### config.mk
export PLATFORM = sky130hd
export DESIGN_NAME = pipeline_ctrl
export DESIGN_NICKNAME = d
export VERILOG_FILES = /design/src/rtl/pipeline_pkg.sv /design/src/rtl/pipeline_ctrl_sat_counter.sv /design/src/rtl/pipeline_ctrl.sv
export SDC_FILE = /design/constraint.sdc
export NUM_CORES = 1
export LEC_CHECK = 0
export BUFFER_PORTS_ARGS = -buffer_cell sky130_fd_sc_hd__buf_2
export CAP_MARGIN = 20
export CORE_MARGIN = 4
export CORE_UTILIZATION = 45
export DETAILED_ROUTE_END_ITERATION = 10
export HOLD_SLACK_MARGIN = 0.12
export PLACE_DENSITY = 0.78
export RECOVER_POWER = 100
export SLEW_MARGIN = 20
export SYNTH_ARGS = -nofsm -noshare
export SYNTH_HDL_FRONTEND = slang
export SYNTH_SLANG_ARGS = --single-unit
### constraint.sdc
create_clock -name clk -period 2.1 [get_ports clk]
set_clock_uncertainty 0.05 [all_clocks]
set_input_delay 0.315 -clock clk [delete_from_list [all_inputs] [get_ports clk]]
set_output_delay 0.315 -clock clk [all_outputs]
set_load 0.005 [all_outputs]
### src/rtl/pipeline_pkg.sv
// Shared types and default widths for the pipeline hazard/stall controller.
package pipeline_pkg;

  typedef enum logic {
    ST_RUN      = 1'b0,
    ST_MDU_BUSY = 1'b1
  } state_e;

  localparam int DEF_REG_ADDR_W = 5;
  localparam int DEF_CNT_W      = 16;

endpackage

### src/rtl/pipeline_ctrl_sat_counter.sv
// Saturating up-counter with asynchronous active-low reset.
module sat_counter #(
  parameter int WIDTH = 16
) (
  input  logic             clk,
  input  logic             rst_n,
  input  logic             i_inc,
  output logic [WIDTH-1:0] o_count
);

  logic [WIDTH-1:0] r_count;

  always_ff @(posedge clk or negedge rst_n) begin
    if (!rst_n) begin
      r_count <= '0;
    end else if (i_inc && (r_count != {WIDTH{1'b1}})) begin
      r_count <= r_count + 1'b1;
    end
  end

  assign o_count = r_count;

endmodule

### src/rtl/pipeline_ctrl.sv
// Five-stage pipeline hazard controller: memory stalls, multi-cycle MDU stalls,
// branch flushes and load-use bubbles, plus stall/flush statistics.
module pipeline_ctrl
  import pipeline_pkg::*;
#(
  parameter int REG_ADDR_W = DEF_REG_ADDR_W,
  parameter int CNT_W      = DEF_CNT_W
) (
  input  logic                  clk,
  input  logic                  rst_n,
  input  logic [REG_ADDR_W-1:0] i_id_rs1,
  input  logic [REG_ADDR_W-1:0] i_id_rs2,
  input  logic                  i_id_use_rs1,
  input  logic                  i_id_use_rs2,
  input  logic [REG_ADDR_W-1:0] i_ex_rd,
  input  logic                  i_ex_mem_read,
  input  logic                  i_ex_branch_taken,
  input  logic                  i_ex_mdu_start,
  input  logic                  i_mdu_done,
  input  logic                  i_mem_req,
  input  logic                  i_mem_ready,
  output logic                  o_pc_en,
  output logic                  o_ifid_en,
  output logic                  o_idex_en,
  output logic                  o_exmem_en,
  output logic                  o_memwb_en,
  output logic                  o_ifid_clear,
  output logic                  o_idex_clear,
  output logic                  o_exmem_clear,
  output logic                  o_memwb_clear,
  output logic [CNT_W-1:0]      o_stall_cnt,
  output logic [CNT_W-1:0]      o_flush_cnt
);

  state_e r_state;

  logic w_run;
  logic w_mem_stall;
  logic w_load_use;
  logic w_mdu_wait;
  logic w_flush;
  logic w_stall_inc;

  assign w_run       = (r_state == ST_RUN);
  assign w_mem_stall = i_mem_req & ~i_mem_ready;
  assign w_mdu_wait  = ~w_run & ~i_mdu_done;
  assign w_load_use  = i_ex_mem_read & (i_ex_rd != '0) &
                       ((i_id_use_rs1 & (i_id_rs1 == i_ex_rd)) |
                        (i_id_use_rs2 & (i_id_rs2 == i_ex_rd)));

  always_comb begin
    o_pc_en       = 1'b0;
    o_ifid_en     = 1'b0;
    o_idex_en     = 1'b0;
    o_exmem_en    = 1'b0;
    o_memwb_en    = 1'b0;
    o_ifid_clear  = 1'b0;
    o_idex_clear  = 1'b0;
    o_exmem_clear = 1'b0;
    o_memwb_clear = 1'b0;
    w_flush       = 1'b0;
    // Reset and memory stall both freeze everything, so they share the all-zero default.
    if (rst_n && !w_mem_stall) begin
      if (w_mdu_wait) begin
        o_memwb_en    = 1'b1;
        o_exmem_clear = 1'b1;
      end else if (w_run && i_ex_branch_taken) begin
        o_pc_en      = 1'b1;
        o_ifid_en    = 1'b1;
        o_idex_en    = 1'b1;
        o_exmem_en   = 1'b1;
        o_memwb_en   = 1'b1;
        o_ifid_clear = 1'b1;
        o_idex_clear = 1'b1;
        w_flush      = 1'b1;
      end else if (w_run && w_load_use) begin
        // ID/EX loads the bubble, so its enable stays high alongside the clear.
        o_idex_en    = 1'b1;
        o_exmem_en   = 1'b1;
        o_memwb_en   = 1'b1;
        o_idex_clear = 1'b1;
      end else begin
        o_pc_en    = 1'b1;
        o_ifid_en  = 1'b1;
        o_idex_en  = 1'b1;
        o_exmem_en = 1'b1;
        o_memwb_en = 1'b1;
      end
    end
  end

  always_ff @(posedge clk or negedge rst_n) begin
    if (!rst_n) begin
      r_state <= ST_RUN;
    end else if (!w_mem_stall) begin
      case (r_state)
        ST_RUN:      if (i_ex_mdu_start) r_state <= ST_MDU_BUSY;
        ST_MDU_BUSY: if (i_mdu_done)     r_state <= ST_RUN;
        default:                         r_state <= ST_RUN;
      endcase
    end
  end

  assign w_stall_inc = ~o_pc_en;

  sat_counter #(.WIDTH(CNT_W)) u_stall_cnt (
    .clk     (clk),
    .rst_n   (rst_n),
    .i_inc   (w_stall_inc),
    .o_count (o_stall_cnt)
  );

  sat_counter #(.WIDTH(CNT_W)) u_flush_cnt (
    .clk     (clk),
    .rst_n   (rst_n),
    .i_inc   (w_flush),
    .o_count (o_flush_cnt)
  );

endmodule

==> impl_metrics.json, run 1 <==
{
  "clkSinkCount": 33,
  "critPathMostFrequentCell": "buf_2",
  "hp-class": "input pin to flop",
  "tns_ps": 0,
  "slowest_stage": "or4_1",
  "endpoint_kind": "primary output",
  "fp.dieH_um": 70.1,
  "dpl.hpwl_um": 2980,
  "clk_pin_slew_ps": 60,
  "grt-ovfl-total": 0,
  "io_buffers": 64,
  "ios": 66,
  "yosysSeqAreaShare_pct": 47.6,
  "required_ps": 1740,
  "cts_buffer_depth": 2,
  "leakage_nw": 1.07,
  "critPathKind": "input pin to primary output",
  "ys_ff_latch": 33,
  "holdWs_ps": 185,
  "gp_congestion": 0.810,
  "p_per_area_mw_per_mm2": 798,
  "h-tree-depth": 2,
  "placement_rows": 22,
  "syn_avg_cell_area_um2": 10.3,
  "start_util_pct": 47.0,
  "worstPathCellList": "buf_2 > or4_1 > o21ai_2 > nor3_1 > a21bo_4 > inv_1 > buf_2",
  "cts_buffers": 5,
  "grt_use_met1_pct": 20.7,
  "path_buf_inv": 3,
  "routedWlPerCell_um": 13.1,
  "ant_nets": 0,
  "synth_nets": 195,
  "syn_inst": 168,
  "min_period_over_period_pct": 94.8,
  "maxCapViolCount": 0,
  "layout_commonest_cell": "buf_2",
  "synth_cell_types": 29,
  "coreArea_mm2": 0.00369,
  "syn2layout_area_growth_pct": 27.0,
  "max_freq_mhz": 502,
  "first_pass_iters": 4,
  "grt_pass1_wl_um": 6400,
  "via_per_inst": 5.10,
  "fin_nets": 268,
  "drt_iter0_drc": 42,
  "rsz0062_at_grt": "false",
  "maxSlewViolCount": 0,
  "slowest_delay_ps": 540,
  "max-slew-margin-rel_pct": 18.9,
  "hold_viol_final": 0,
  "synth_top_cell_by_area": "dfrtp_1",
  "die_w_um": 70.1,
  "dr_total_vias": 1480,
  "total_power_mw": 1.76,
  "num_antenna_cells": 0,
  "ys_top_cells_by_area": "dfrtp_1, xnor2_1, nand3_1",
  "synth.top_cell.area_share_pct": 47.6,
  "worstSetupStartpointType": "input pin",
  "mostFrequentLayoutCells": "buf_2, xnor2_1, dfrtp_1, nand3_1, nand2_1",
  "grt_use_total_pct": 16.2,
  "synth_warnings": 0,
  "dieArea_mm2": 0.00491,
  "antenna_found_initial": 0,
  "arrival_ps": 1630,
  "finalSetupViolCount": 0,
  "route.detailed.drc": 0,
  "cts_tree": "built",
  "grt_start_max_net_pins": 24,
  "grt_use_met3_pct": 4.03,
  "drive_gt1_share_pct": 30.2,
  "wirelength_um": 3810,
  "syn-cell-area_mm2": 0.00173,
  "path_delay_family": "simple AND/OR/NAND/NOR gates",
  "busiest_layer": "met2",
  "critPathMaxFanout": 8,
  "grt_util_met2_pct": 26.0,
  "grt_pass1_vias": 1391,
  "outcome": "finished, final reports clean",
  "tightest_slew_ps": 1220,
  "root_buffer": "clkbuf_8",
  "fin_crit_ps": 1990,
  "ir_drop_mv": 0.514,
  "insertion_delay_ps": 280
}
[state kept, by name (all words and copies together) (netlist names)]
signal,count
r_state,1
u_flush_cnt.o_count,16
u_stall_cnt.o_count,16
[timing repair]
| item | in CTS | in global routing |
|---|---|---|
| hold endpoints to repair | 33 | 0 |
| resized for setup | 0 | 1 |
| setup buffers | 0 | 0 |
| endpoints found under the setup margin | 0 | 1 |
| hold buffers | 1 | 0 |
[layer usage]
| metal | vias up | share of wire, % |
|---|---|---|
| met5 | - | 0 |
| met4 | 0 | 1.6 |
| met3 | 4 | 5.9 |
| met2 | 45 | 49 |
| met1 | 705 | 44 |
| li1 | 726 | - |
[cells in the mapped netlist]
cell,instances
or4_1,1
o21ai_2,1
buf_4,3
and4_1,4
o22ai_1,1
nand2_1,14
a31oi_1,1
conb_1,1
a21oi_1,2
dfrtp_1,33
and2b_1,1
clkbuf_1,1
xnor2_1,36
a21oi_2,1
buf_6,1
nand3_1,16
nor3_1,3
nor2_1,11
and3_1,8
nand3b_1,1
ha_1,2
o2111ai_1,1
inv_1,4
a21bo_4,1
xor2_1,3
nand4b_1,3
mux2_2,2
nand4_1,10
nand2b_1,2
[through the flow]
step / utilization [%] / std cells / worst slack, ps / area [um2]
detailed placement: 57.5 / 281 / 6.43 / 2120
CTS: 60.0 / 290 / 101 / 2210
global route: 59.7 / 290 / 21.4 / 2200
finish: 59.7 / 290 / 109 / 2200
floorplan: - / 168 / 161 / 1730
global placement: 57.5 / 281 / 60.9 / 2120
[worst paths after layout]
check,depth (start not counted),end,start,slack (ps)
setup / recovery,7,o_ifid_en,i_ex_rd[2],110
hold / removal,2,r_state,i_mdu_done,190
setup reg to reg,5,u_flush_cnt.o_count[1],u_flush_cnt.o_count[4],240
hold reg to reg,1,u_flush_cnt.o_count[13],u_flush_cnt.o_count[13],430
max in group asynchronous,3,u_stall_cnt.o_count[4],rst_n,360
min in group asynchronous,3,u_flush_cnt.o_count[8],rst_n,470
[cells by family (layout without fill, tap and decap cells)]
family | after synthesis | after routing | synth area share, %
buffers and inverters | 9 | 83 | 3.03
AOI/OAI and AO/OA | 8 | 8 | 3.75
muxes | 2 | 2 | 1.30
other | 1 | 1 | 0.216
and+or+nand+nor | 74 | 74 | 22.9
adders and majority gates | 2 | 2 | 1.44
xor gates and xnor gates | 39 | 39 | 19.7
DFF | 33 | 33 | 47.6
[layout make-up]
type | instances | area, um2
inverter | 4 | 15.0
timing repair buffer | 71 | 363
multi-input combinational | 126 | 856
sequential | 33 | 826
fill | 351 | 1490
tap | 48 | 60.1
clock inverter | 2 | 10.0
clock buffer | 6 | 72.6
[where the power goes]
part / switching [mW] / total (mW) / internal [mW] / leakage (nW)
Clock: 0.212 / 0.441 / 0.229 / 0.0450
Combinational: 0.193 / 0.435 / 0.242 / 0.585
Sequential: 0.133 / 0.881 / 0.748 / 0.439
Total: 0.537 / 1.76 / 1.22 / 1.07
Power figures use the tool's default switching activity.
==> run 2, diff against run 1 <==
- PLACE_DENSITY: 0.78 -> 0.79
- SYNTH_HIERARCHICAL: default -> 1
- clock period: 2.1 -> 1.7 ns (I/O delays scaled with it)
==> impl_metrics.json, run 2 <==
{
  "outcome": "finished with violations",
  "violations": "setup timing",
  "p_int_mw": 1.73,
  "route.detailed.drc": 0,
  "hp-class": "input pin to flop",
  "synth_nets": 206,
  "final_cell_count_no_fill": 351,
  "ant_nets": 0,
  "grt_start_max_net_pins": 34,
  "worstSetupStartpointType": "input pin",
  "cts_buffers": 5,
  "setup_slack_ps": -380,
  "synth_top_flop_cell": "dfrtp_1",
  "required_ps": 1860,
  "first_pass_iters": 4,
  "synth_warnings": 6,
  "via_per_inst": 5.58,
  "syn_avg_cell_area_um2": 11.1,
  "clk_pin_slew_ps": 70,
  "syn2layout_area_growth_pct": 48.9,
  "dpl.hpwl_um": 4130,
  "start_util_pct": 48.1,
  "clkSinkCount": 33,
  "synth-edff-count": 0,
  "h-tree-depth": 2,
  "arrival_ps": 2240,
  "fp.dieH_um": 74.5,
  "root_buffer": "clkbuf_8",
  "grt_pass1_wl_um": 9210,
  "synth_cell_types": 40,
  "post-route-cell-area_mm2": 0.00297,
  "syn-cell-area_mm2": 0.00199,
  "fin_crit_ps": 2080,
  "preCtsSetupSlack_ps": -666,
  "critPathKind": "input pin to flop",
  "maxCapViolCount": 0,
  "ir_drop_mv": 0.641,
  "cts_tree": "built",
  "synth_most_common_cell": "dfrtp_1",
  "grt_pass1_vias": 1950,
  "max-slew-margin-rel_pct": 45.6,
  "synth_commonest_cells": "dfrtp_1, nand4_1, xnor2_1, xor2_1",
  "syn_inst": 179,
  "antenna_found_initial": 0,
  "coreArea_mm2": 0.00414,
  "ios": 66,
  "max_freq_mhz": 481,
  "wirelength_um": 5890,
  "clkPwrFrac_pct": 21.3,
  "drive_gt1_share_pct": 45.8,
  "dp_cells": 332,
  "tightest_slew_ps": 816,
  "place_area_mm2": 0.00271,
  "leakage_nw": 1.45,
  "grt-ovfl-total": 0,
  "grt_use_total_pct": 21.9,
  "seqPwrFrac_pct": 40.7,
  "mostFrequentLayoutCells": "buf_2, dfrtp_1, buf_4, clkbuf_1, nand4_1",
  "cts_buffer_depth": 2,
  "total_power_mw": 2.71,
  "maxSlewViolCount": 0,
  "io_buffers": 64,
  "die_w_um": 74.5,
  "drt_iter0_drc": 110,
  "switching_power_mw": 0.983,
  "p_per_area_mw_per_mm2": 914,
  "rsz0062_at_grt": "true",
  "finalSetupViolCount": 27,
  "p_sw_share_pct": 36.2,
  "fin_nets": 327,
  "yosysSeqAreaShare_pct": 41.5,
  "endpoint_kind": "flop",
  "min_period_over_period_pct": 122,
  "routedWlPerCell_um": 16.8,
  "final_core_util_pct": 71.6,
  "placement_rows": 23,
  "dieArea_mm2": 0.00555,
  "ys_top_cells_by_area": "dfrtp_1, xnor2_1, xor2_1",
  "synth.top_cell.area_share_pct": 41.5,
  "num_antenna_cells": 0,
  "async_flop_share_pct": 100,
  "critPathMaxFanout": 3,
  "layout_commonest_cell": "buf_2",
  "dr_total_vias": 1959,
  "hold_viol_final": 0,
  "insertion_delay_ps": 290,
  "tns_ps": -5510,
  "holdWs_ps": 259,
  "ys_ff_latch": 33,
  "synth_top_cell_by_area": "dfrtp_1",
  "share_comb_of_total_power_pct": 38.0,
  "gp_congestion": 0.843
}
run 2: cell count changes after synthesis, sizes merged, moves of 6 or more:
cell / previous run / this run
nand4: 10 / 20
xnor2: 36 / 12
xor2: 3 / 12
a31oi: 1 / 7
o21a: 0 / 10
nor4: 0 / 6
run 2: cell families after synthesis:
group | share of synthesized area [%]
multiplexers | 1.13
AND/OR/NAND/NOR | 29.8
flip-flops | 41.5
adder cells (fa/ha/maj) | 1.26
buffers and inverters | 1.51
AO/OA/AOI/OAI | 14.1
other | 0.188
XOR/XNOR | 10.6
run 2: layout make-up:
class	instances	area [um2]
Sequential cell	33	826
Timing Repair Buffer	117	701
Tap cell	50	62.6
Fill cell	336	1180
Clock buffer	6	72.6
Multi-Input combinational cell	141	1290
Inverter	2	7.51
Clock inverter	2	10.0
run 2: critical path, cell delays in order:
cell	delay (ps)
buf_8	100
xor2_2	160
nor4_2	350
a32oi_2	210
o41ai_4	220
buf_4	170
buf_6	100
and3_4	180
and4_4	220
a31oi_1	90
a31oi_1	170
run 2: routing by layer:
metal  GRT usage [%]  vias to the layer above  wire length (um)
li1                -                      934                 -
met1            27.9                      951              2410
met2            35.8                       64              3050
met3            5.14                       10               321
met4            8.70                        0               109
met5               0                        -                 0
run 2: repair_timing:
action | 4_1_cts | 5_1_grt
pin swaps | 19 | 16
resized for setup | 20 | 23
setup buffers | 4 | 5
hold buffers | 2 | 0
setup endpoints to repair | 23 | 31
hold endpoints to repair | 34 | 0
run 2: power groups by stage:
| stage | sequential, mW | clock (mW) | combinational [mW] |
|---|---|---|---|
| 2_1_floorplan | 1.13 | 0 | 0.342 |
| 3_3_place_gp | 1.09 | 0 | 0.861 |
| 3_5_place_dp | 1.10 | 0 | 0.876 |
| 4_1_cts | 1.09 | 0.596 | 0.986 |
| 5_1_grt | 1.13 | 0.633 | 1.12 |
| 6_report | 1.10 | 0.577 | 1.03 |
run 2: worst paths after layout:
check | from | end | slack, ps | cells past startpoint
worst max-delay path | i_ex_rd[3] | u_stall_cnt/o_count[7] | -380 | 11
worst min-delay path | i_ex_mdu_start | r_state | 260 | 3
worst max register to register | r_state | u_stall_cnt/o_count[7] | -270 | 8
worst min register to register | u_flush_cnt/o_count[15] | u_flush_cnt/o_count[15] | 480 | 1
max in group asynchronous | rst_n | u_stall_cnt/o_count[14] | 410 | 3
min in group asynchronous | rst_n | u_flush_cnt/o_count[9] | 680 | 3
